**src/rtl/cdb_pkg.sv**
```systemverilog
// Common data bus constants and the tag/value record shared by the broadcaster,
// the reservation stations and the ROB.
package cdb_pkg;

  localparam int ROB_TAG_W = 6;
  localparam int DATA_W    = 32;
  localparam int NUM_TAGS  = 16;

  localparam logic [ROB_TAG_W-1:0] invalidNum = 6'b010000;

  typedef struct packed {
    logic [ROB_TAG_W-1:0] tag;
    logic [DATA_W-1:0]    data;
  } cdb_entry_t;

  // Tags 0..15 name real ROB entries; anything else is dropped at the input.
  function automatic logic tag_is_valid(input logic [ROB_TAG_W-1:0] tag);
    return tag < ROB_TAG_W'(NUM_TAGS);
  endfunction

endpackage

```
**src/rtl/cdb_src_fifo.sv**
```systemverilog
// Per-source result FIFO: DEPTH-entry circular buffer with a combinational head
// view so the arbiter can read the oldest entry in the same cycle it pops it.
module cdb_src_fifo
  import cdb_pkg::*;
#(
  parameter int DEPTH = 2
) (
  input  logic                         clock,
  input  logic                         reset,
  input  logic                         flush,
  input  logic                         push,
  input  logic                         pop,
  input  cdb_entry_t                   push_entry,
  output cdb_entry_t                   head,
  output logic [$clog2(DEPTH+1)-1:0]   count,
  output logic                         empty,
  output logic                         full
);

  localparam int PTR_W = $clog2(DEPTH);
  localparam int CNT_W = $clog2(DEPTH + 1);

  cdb_entry_t       mem [DEPTH];
  logic [PTR_W-1:0] rd_ptr_reg;
  logic [PTR_W-1:0] wr_ptr_reg;
  logic [CNT_W-1:0] count_reg;
  logic             do_push;
  logic             do_pop;

  assign empty   = (count_reg == '0);
  assign full    = (count_reg == CNT_W'(DEPTH));
  assign do_push = push && !full && !flush;
  assign do_pop  = pop && !empty && !flush;
  assign count   = count_reg;
  assign head    = mem[rd_ptr_reg];

  // DEPTH is a power of two, so the pointers wrap by natural overflow.
  always_ff @(posedge clock or posedge reset) begin
    if (reset) begin
      rd_ptr_reg <= '0;
      wr_ptr_reg <= '0;
      count_reg  <= '0;
    end else if (flush) begin
      rd_ptr_reg <= '0;
      wr_ptr_reg <= '0;
      count_reg  <= '0;
    end else begin
      if (do_push) wr_ptr_reg <= wr_ptr_reg + PTR_W'(1);
      if (do_pop)  rd_ptr_reg <= rd_ptr_reg + PTR_W'(1);
      if (do_push && !do_pop)      count_reg <= count_reg + CNT_W'(1);
      else if (do_pop && !do_push) count_reg <= count_reg - CNT_W'(1);
    end
  end

  always_ff @(posedge clock) begin
    if (do_push) mem[wr_ptr_reg] <= push_entry;
  end

endmodule

```
**src/rtl/cdb_broadcaster.sv**
```systemverilog
// Collects completed results from the functional units and drives them onto the
// two CDB lanes as one-cycle strobes, round-robin across sources.
module cdb_broadcaster
  import cdb_pkg::*;
#(
  parameter int NSRC  = 4,
  parameter int DEPTH = 2
) (
  input  logic                        clock,
  input  logic                        reset,
  input  logic                        flush,
  input  logic [NSRC-1:0]             srcValid,
  input  logic [ROB_TAG_W*NSRC-1:0]   srcRobNum,
  input  logic [DATA_W*NSRC-1:0]      srcData,
  output logic [NSRC-1:0]             srcReady,
  output logic                        CDBiscast,
  output logic [ROB_TAG_W-1:0]        CDBrobNum,
  output logic [DATA_W-1:0]           CDBdata,
  output logic                        CDBiscast2,
  output logic [ROB_TAG_W-1:0]        CDBrobNum2,
  output logic [DATA_W-1:0]           CDBdata2
);

  localparam int SRC_W = (NSRC > 1) ? $clog2(NSRC) : 1;
  localparam int CNT_W = $clog2(DEPTH + 1);
  localparam int NLANE = 2;

  cdb_entry_t       head  [NSRC];
  logic [CNT_W-1:0] count [NSRC];
  logic [NSRC-1:0]  empty;
  logic [NSRC-1:0]  full;
  logic [NSRC-1:0]  push;
  logic [NSRC-1:0]  pop;

  logic [NLANE-1:0] cool;
  logic [NLANE-1:0] fire;
  logic [SRC_W-1:0] fire_src [NLANE];
  logic [SRC_W-1:0] rr_reg;
  logic [SRC_W-1:0] rr_next;

  generate
    for (genvar gi = 0; gi < NSRC; gi++) begin : g_src
      cdb_entry_t in_entry;

      assign in_entry     = {srcRobNum[gi*ROB_TAG_W +: ROB_TAG_W], srcData[gi*DATA_W +: DATA_W]};
      // Out-of-range tags complete the handshake but are never queued.
      assign push[gi]     = srcValid[gi] && !full[gi] && !flush && tag_is_valid(in_entry.tag);
      assign srcReady[gi] = (count[gi] < CNT_W'(DEPTH));

      cdb_src_fifo #(
        .DEPTH(DEPTH)
      ) u_fifo (
        .clock     (clock),
        .reset     (reset),
        .flush     (flush),
        .push      (push[gi]),
        .pop       (pop[gi]),
        .push_entry(in_entry),
        .head      (head[gi]),
        .count     (count[gi]),
        .empty     (empty[gi]),
        .full      (full[gi])
      );
    end
  endgenerate

  // Scan from rr_reg; each non-empty source claims the lowest free lane, so a
  // source can never be granted twice in one cycle.
  always_comb begin
    logic [NLANE-1:0] free;
    logic [SRC_W-1:0] idx;
    free    = ~cool;
    idx     = '0;
    fire    = '0;
    pop     = '0;
    rr_next = rr_reg;
    for (int l = 0; l < NLANE; l++) fire_src[l] = '0;
    for (int k = 0; k < NSRC; k++) begin
      idx = SRC_W'((int'(rr_reg) + k) % NSRC);
      if (!empty[idx]) begin
        if (free[0]) begin
          free[0]     = 1'b0;
          fire[0]     = 1'b1;
          fire_src[0] = idx;
          pop[idx]    = 1'b1;
          rr_next     = SRC_W'((int'(idx) + 1) % NSRC);
        end else if (free[1]) begin
          free[1]     = 1'b0;
          fire[1]     = 1'b1;
          fire_src[1] = idx;
          pop[idx]    = 1'b1;
          rr_next     = SRC_W'((int'(idx) + 1) % NSRC);
        end
      end
    end
  end

  always_ff @(posedge clock or posedge reset) begin
    if (reset)      rr_reg <= '0;
    else if (flush) rr_reg <= '0;
    else            rr_reg <= rr_next;
  end

  generate
    for (genvar gi = 0; gi < NLANE; gi++) begin : g_lane
      logic                 cast_reg;
      logic [ROB_TAG_W-1:0] tag_reg;
      logic [DATA_W-1:0]    data_reg;
      logic                 cool_reg;

      assign cool[gi] = cool_reg;

      always_ff @(posedge clock or posedge reset) begin
        if (reset) begin
          cast_reg <= 1'b0;
          tag_reg  <= invalidNum;
          data_reg <= '0;
        end else if (flush || !fire[gi]) begin
          cast_reg <= 1'b0;
          tag_reg  <= invalidNum;
          data_reg <= '0;
        end else begin
          cast_reg <= 1'b1;
          tag_reg  <= head[fire_src[gi]].tag;
          data_reg <= head[fire_src[gi]].data;
        end
      end

      // Cooldown guarantees listeners a fresh rising edge; flush leaves it alone.
      always_ff @(posedge clock or posedge reset) begin
        if (reset)       cool_reg <= 1'b0;
        else if (!flush) cool_reg <= fire[gi];
      end
    end
  endgenerate

  assign CDBiscast  = g_lane[0].cast_reg;
  assign CDBrobNum  = g_lane[0].tag_reg;
  assign CDBdata    = g_lane[0].data_reg;
  assign CDBiscast2 = g_lane[1].cast_reg;
  assign CDBrobNum2 = g_lane[1].tag_reg;
  assign CDBdata2   = g_lane[1].data_reg;

endmodule
```
**config.mk**
```make
export PLATFORM = sky130hd
export DESIGN_NAME = cdb_broadcaster
export DESIGN_NICKNAME = d
export VERILOG_FILES = /design/src/rtl/cdb_pkg.sv /design/src/rtl/cdb_src_fifo.sv /design/src/rtl/cdb_broadcaster.sv
export SDC_FILE = /design/constraint.sdc
export NUM_CORES = 1
export LEC_CHECK = 0
export ABC_AREA = 1
export ABC_CLOCK_PERIOD_IN_PS = 3400
export CORE_UTILIZATION = 55
export DETAILED_ROUTE_END_ITERATION = 10
export PLACE_DENSITY = 0.8
export SYNTH_ARGS = -nofsm -noshare
export SYNTH_HDL_FRONTEND = slang
export SYNTH_SLANG_ARGS = --single-unit
```
**constraint.sdc**
```tcl
create_clock -name clock -period 3.4 [get_ports clock]
set_input_delay 0.51 -clock clock [delete_from_list [all_inputs] [get_ports clock]]
set_output_delay 0.51 -clock clock [all_outputs]
set_load 0.05 [all_outputs]
```
=== After elaboration in Yosys (flattened, before gate mapping) ===
Memory sizes are Yosys's and may differ from the RTL's.
Cells that the tools add are included.

* $lt $le $gt $ge: 18
* Multipliers: 0
* Equality and inequality tests: 4
* Muxes and demuxes: 127
* Div/mod/pow operators: 0
* Reduce and logical (&&, ||, !) cells: 77
* Add/sub/neg operators: 22
* Bitwise logic cells: 6
* Shift-type cells: 0

{| class="wikitable"
|+ Operators with widths
! operator !! number
|-
| $bmux W38 S2 || 2
|-
| $mux W38 || 4
|-
| $mux W2 || 44
|-
| $mux W32 || 2
|-
| $mux W4 || 16
|-
| $mux W1 || 49
|-
| $logic_and A1 B1 Y1 || 40
|-
| $lt A6 B5 Y1 const B || 4
|-
| $logic_not A1 Y1 || 19
|-
| $add A2 B1 Y2 const B || 8
|-
| $reduce_bool A2 Y1 || 8
|-
| $lt A2 B3 Y1 const B || 4
|-
| $mux W6 || 2
|-
| $or A4 B4 Y4 || 3
|-
| $reduce_bool A3 Y1 || 4
|-
| $add A1 B1 Y1 const B || 8
|-
| $bmux W1 S2 || 4
|-
| $demux W1 S2 || 4
|-
| $eq A2 B2 Y1 const B || 4
|-
| $ge A2 B1 Y1 const B || 4
|-
| $logic_not A2 Y1 || 4
|-
| $lt A2 B2 Y1 const B || 4
|-
| $sub A2 B1 Y2 const B || 4
|-
| $ge A3 B3 Y1 const B || 2
|-
| 4 further kinds || 7
|}

* RAM bits: 304
* Bits in registers: 98
* Latch bits: 0
* Word-level logic and storage cells: 279
* Memories kept: 4
* Bits in read-only memories: 0

{| class="wikitable"
|+ Memory list
! name !! depth !! width !! rd ports !! clocked after memory_dff !! write ports !! line !! text
|-
| g_src[0].u_fifo.mem || 2 || 38 || 1 || 0 || 1 || cdb_src_fifo.sv:23 || <nowiki>cdb_entry_t mem [DEPTH];</nowiki>
|-
| g_src[1].u_fifo.mem || 2 || 38 || 1 || 0 || 1 || cdb_src_fifo.sv:23 ||
|-
| g_src[2].u_fifo.mem || 2 || 38 || 1 || 0 || 1 || cdb_src_fifo.sv:23 ||
|-
| g_src[3].u_fifo.mem || 2 || 38 || 1 || 0 || 1 || cdb_src_fifo.sv:23 ||
|}

=== Logic depth before layout (Yosys ltp) ===
* Depth after elaboration: 25
* Gate-level depth with buffers: 18
* Mapped depth without buffers: 17

=== Modules after synthesis ===
From an unflattened synthesis, not the netlist that was laid out.

* Cell total of the unflattened synthesis: 1885
* Area, all modules: 18069.8 um^2

{| class="wikitable"
|+ By module, submodules not included
! module !! area an instance (um^2) !! times used !! cells each
|-
| cdb_src_fifo || 3021.6 || 4 || 237
|-
| cdb_broadcaster || 5983.2 || 1 || 937
|}

=== Worst setup path after synthesis ===
No wires, ideal clock.

* Path type: input port to flip-flop
* Start point: in srcValid[0]
* End point: mem g_src[0].u_fifo.mem[1][0] (netlist bit), enable pin
* Path slack: 0.433 ns
* Stages on the path: 5
* Path buffers: 0
* Data arrival time: 2.532 ns
* Library setup time: 0.435 ns
* Path through: inv_1 a21oi_1 and3_1 inv_1 nor2_1

* Longest elaborated chain between the ends: 7

{| class="wikitable"
|+ RTL lines
! element !! line !! text
|-
| start: declaration || cdb_broadcaster.sv:12 || <nowiki>input logic [NSRC-1:0] srcValid,</nowiki>
|-
| $logic_and A1 B1 Y1 (3 in series) || cdb_broadcaster.sv:47 || <nowiki>assign push[gi] = srcValid[gi] && !full[gi] && !flush && tag_is_valid(in_entry.tag);</nowiki>
|-
| $logic_and A1 B1 Y1 (2 in series) || cdb_src_fifo.sv:32 || <nowiki>assign do_push = push && !full && !flush;</nowiki>
|-
| $mux W1 || cdb_src_fifo.sv:56 || <nowiki>if (do_push) mem[wr_ptr_reg] <= push_entry;</nowiki>
|-
| $mux W1 (not written as such) || cdb_src_fifo.sv:56 ||
|-
| end: declaration || cdb_src_fifo.sv:23 ||
|}

Every way passes these cells.

=== Worst setup path in the final report ===
* Start point: reg rr_reg[0]
* End point: reg g_lane[0].data_reg[16] (netlist: CDBdata[16])

* Longest elaborated chain between the ends: 14
* Elaborated cells between the ends (all ways): 36
* Those cells by class: 3 x add/sub; 30 x mux; 1 x bitwise; 2 x reduce/logical

{| class="wikitable"
|+ RTL lines
! element !! line !! text
|-
| start: declaration || cdb_broadcaster.sv:38 || <nowiki>logic [SRC_W-1:0] rr_reg;</nowiki>
|-
| start signal: assignment || cdb_broadcaster.sv:101 || <nowiki>else rr_reg <= rr_next;</nowiki>
|-
| branches (longest 13 deep; another with $add A2 B1 Y2) || - ||
|-
| $mux W32 (*) || cdb_broadcaster.sv:118 || <nowiki>end else if (flush || !fire[gi]) begin</nowiki>
|-
| end signal: assignment || cdb_broadcaster.sv:125 || <nowiki>data_reg <= head[fire_src[gi]].data;</nowiki>
|-
| end: declaration || cdb_broadcaster.sv:108 || <nowiki>logic [DATA_W-1:0] data_reg;</nowiki>
|}

Every way passes the cells marked *. The select of a mux whose other input is x is not followed.
A chain may end at the register's enable or synchronous reset.

==> summary.txt <==
RUN STATUS
--------------------------------------------------------------------------------------------------
Outcome                                                                               finished clean

SYNTH
--------------------------------------------------------------------------------------------------
Number of warnings reported in the yosys synthesis log                                           0
Portion of the post-synthesis area used by sequential elements                               0.651
Number of nets produced by synthesis                                                          1947
Per-instance average area after synthesis                                                10.0 um^2
Post-synthesis sequential element count                                                        402
Largest cells by area after synthesis                                                 sky130_fd_sc_hd__edfxtp_1, sky130_fd_sc_hd__nand2_1, sky130_fd_sc_hd__dfrtp_1, sky130_fd_sc_hd__nand3_1, sky130_fd_sc_hd__nor2_1
Synth area leader                                                                     sky130_fd_sc_hd__edfxtp_1
Count of flip-flops with a built-in enable after synthesis                                     304
Netlist cell types                                                                              39
Cell count after synthesis                                                                    1779
Synthesized area                                                                       0.0178 mm^2
Fraction of synthesized cell area taken by the top area cell type                            0.513
Synth async-reset ratio                                                                      0.244
Top flip-flop cell by instance count after synthesis                                  sky130_fd_sc_hd__edfxtp_1

FINISH
--------------------------------------------------------------------------------------------------
Most frequent standard cell in the layout excluding fill and tap cells                sky130_fd_sc_hd__nand2_1
Final std cells w/o fill                                                                      2454
Area growth syn-to-layout                                                                    24.8%
Number of nets in the layout                                                                  2189
Register containing the most flip-flops in the final layout                           g_src.u_fifo.mem
Most used cells in the layout excluding fill and tap cells                            sky130_fd_sc_hd__nand2_1, sky130_fd_sc_hd__edfxtp_1, sky130_fd_sc_hd__clkdlybuf4s50_1
Ratio of cells with drive above 1 in the final layout                                       0.0790
Max FFs per register                                                                           304

WORST SETUP PATH
--------------------------------------------------------------------------------------------------
Endpoint required time on the critical path                                                3.81 ns
Internal reg-to-reg setup slack                                                            0.55 ns
RR Startpoint                                                                         rr_reg[0]$_DFFE_PP0P_
Slowest cell on the critical path                                                     sky130_fd_sc_hd__dfrtp_1
Highest fanout seen on the critical path                                                        71
Largest incremental delay on the critical path                                             0.39 ns
Type of the setup path with the least slack                                                reg2reg
Worst R2R End                                                                         CDBdata[16]$_DFF_PP0_
Worst Reg-to-Reg Cells                                                                          15
Crit path arrival time                                                                     3.27 ns
Critical path capture point type                                                          register
CP Launch Type                                                                            register
Cell breakdown of the critical path                                                   inv_2, ha_1, inv_1, nand2_1, nand2_2, nand3_2, inv_2, nand2_4, nor2_2, nand2_1, nand2_2, buf_12, nand3_1, a21oi_1, nor2_1

TIMING
--------------------------------------------------------------------------------------------------
Hold Vio Cnt, Final                                                                              0
Tcrit/Tclk final                                                                             0.839
Rel. slew slack                                                                              0.377
Final number of max-transition violations                                                        0
Setup TNS                                                                                     0 ns
Layout Skew                                                                              0.0282 ns
Maximum clock frequency                                                                  0.350 GHz
Number of setup violations in the final report                                                   0
Slew @ Worst Pin                                                                          0.934 ns
Setup repair after global routing missed its margin                                          false
Final setup margin                                                                        0.546 ns
Post-layout min period                                                                     2.85 ns

FLOORPLAN
--------------------------------------------------------------------------------------------------
Height of the die                                                                           182 um
DIE AREA                                                                               0.0331 mm^2
Chip width                                                                                  182 um
Std-Cell Rows                                                                                   65
Top Ports                                                                                      241
Core outline area                                                                      0.0317 mm^2
Initial core utilization                                                                     0.561

POWER
--------------------------------------------------------------------------------------------------
Pwr/cell area                                                                          879 mW/mm^2
Worst VDD drop                                                                              715 uV
Pleak                                                                                   0.00927 uW

DETAILED ROUTING
--------------------------------------------------------------------------------------------------
Via count                                                                                    13800
Number of remaining DRC errors                                                                   0
Pre-antenna DRT Iters                                                                            5
Vias per cell                                                                                 5.61
Total length of routed wires                                                               49.7 mm
Number of DRC markers in iteration 0                                                          1688
Routed Antenna Nets                                                                              0
DR WL/cell                                                                                 20.3 um

PLACE
--------------------------------------------------------------------------------------------------
Half-perimeter wire length of the detailed placement result                                35.2 mm
Count of input and output buffers                                                              240
Routability congestion estimate from global placement                                        0.901
Placed cell count                                                                             2380
Setup slack after placement                                                               0.614 ns

CLOCKING
--------------------------------------------------------------------------------------------------
Clock tree root driver cell                                                           sky130_fd_sc_hd__clkbuf_16
Later-pin clock latency in the skew report                                                 0.54 ns
Buffers inserted during post-CTS setup optimization                                              0
Clock transition time at the flip-flop clock pins of the worst setup and hold paths        0.06 ns
Count of clock tree sinks                                                                      402
Longest Clk Path Bufs                                                                            3
# H-tree levels                                                                                  2
TritonCTS clock tree                                                                           yes
Cts-stage hold buffer count                                                                      0
# resized after CTS                                                                              0
Number of CTS-inserted buffers                                                                  41

GLOBAL ROUTING
--------------------------------------------------------------------------------------------------
Maximum number of pins on one net before global-route repair                                    72
GR Util All Layers                                                                           0.303
Overall overflow remaining after global route                                                    0
First-pass GRT wire length                                                                 74.8 mm
Number of global-route vias before repair                                                    13000
Initial antenna violation count                                                                  1

MIN PATH
--------------------------------------------------------------------------------------------------
Class of the most critical hold timing path                                               in2async

RUN
--------------------------------------------------------------------------------------------------
Number of max-capacitance violations reported                                                    0

metal layers:
layer,up-vias,GRT usage,routed length [um]
met5,-,0,0
met4,0,0.102,1580
met3,79,0.0594,5550
met2,825,0.439,21600
met1,6450,0.457,21000
li1,6416,-,-
cell families after synthesis:
group                      count (synthesis)  share of synthesized area
and+or+nand+nor                         1066                      0.246
DFF                                      402                      0.651
buffers and inverters                    156                     0.0411
AOI/OAI and AO/OA                        104                     0.0322
muxes                                     42                     0.0236
adders and majority gates                  9                    0.00633
worst max-delay path by stage:
stage	start	endpoint	slack [ns]	cells after the start
floorplan	reset	CDBdata2[0]$_DFF_PP0_	0.33	1
global route	rr_reg[0]$_DFFE_PP0P_	CDBdata[6]$_DFF_PP0_	0.32	17
CTS	rr_reg[0]$_DFFE_PP0P_	CDBdata[31]$_DFF_PP0_	0.60	17
global placement	rr_reg[0]$_DFFE_PP0P_	CDBdata[16]$_DFF_PP0_	0.65	15
detailed placement	rr_reg[0]$_DFFE_PP0P_	CDBdata[31]$_DFF_PP0_	0.61	17
finish	rr_reg[0]$_DFFE_PP0P_	CDBdata[16]$_DFF_PP0_	0.55	15
report_power, final:
part	switching (uW)	internal, uW
registers	185	5610
logic	6410	2900
clock network	1870	2540
worst max-delay path: cells and delay by family, from the launching register on:
| kind | cells | cell delay, ns |
|---|---|---|
| and+or+nand+nor | 9 | 0.98 |
| buffers and inverters | 4 | 0.72 |
| DFF | 1 | 0.39 |
| adders and majority gates | 1 | 0.30 |
| AOI/OAI and AO/OA | 1 | 0.29 |
area by class of cell:
| type | instances | area, um^2 |
|---|---|---|
| inverters | 67 | 254 |
| diodes | 1 | 2.50 |
| multi-input cells | 1221 | 5550 |
| repair buffers | 288 | 3000 |
| clock inverters | 23 | 208 |
| flip-flops and latches | 402 | 11600 |
| fillers | 2282 | 9520 |
| well taps | 402 | 503 |
| clock buffers | 50 | 1100 |
per-stage QoR:
step	util	total power, uW	hold WS (ns)	cell area (um^2)
2_1_floorplan	-	12200	0.517	17800
4_1_cts	0.700	19300	0.370	22200
3_5_place_dp	0.659	14900	0.545	20900
6_report	0.700	19500	0.354	22200
3_3_place_gp	0.659	14900	0.541	20900
5_1_grt	0.700	20600	0.392	22200
synth_stat cells, types with 9 or more instances:
library cell	instances
sky130_fd_sc_hd__a21oi_1	50
sky130_fd_sc_hd__clkbuf_1	37
sky130_fd_sc_hd__buf_6	9
sky130_fd_sc_hd__mux2i_1	42
sky130_fd_sc_hd__buf_4	11
sky130_fd_sc_hd__ha_1	9
sky130_fd_sc_hd__inv_1	52
sky130_fd_sc_hd__inv_2	15
sky130_fd_sc_hd__nand2_1	681
sky130_fd_sc_hd__nor2_1	176
sky130_fd_sc_hd__nand3_1	171
sky130_fd_sc_hd__dfrtp_1	96
sky130_fd_sc_hd__edfxtp_1	304
sky130_fd_sc_hd__nand4_1	9
sky130_fd_sc_hd__buf_2	29
sky130_fd_sc_hd__o21ai_0	37
Note: power is estimated with default switching activity, not from simulation.
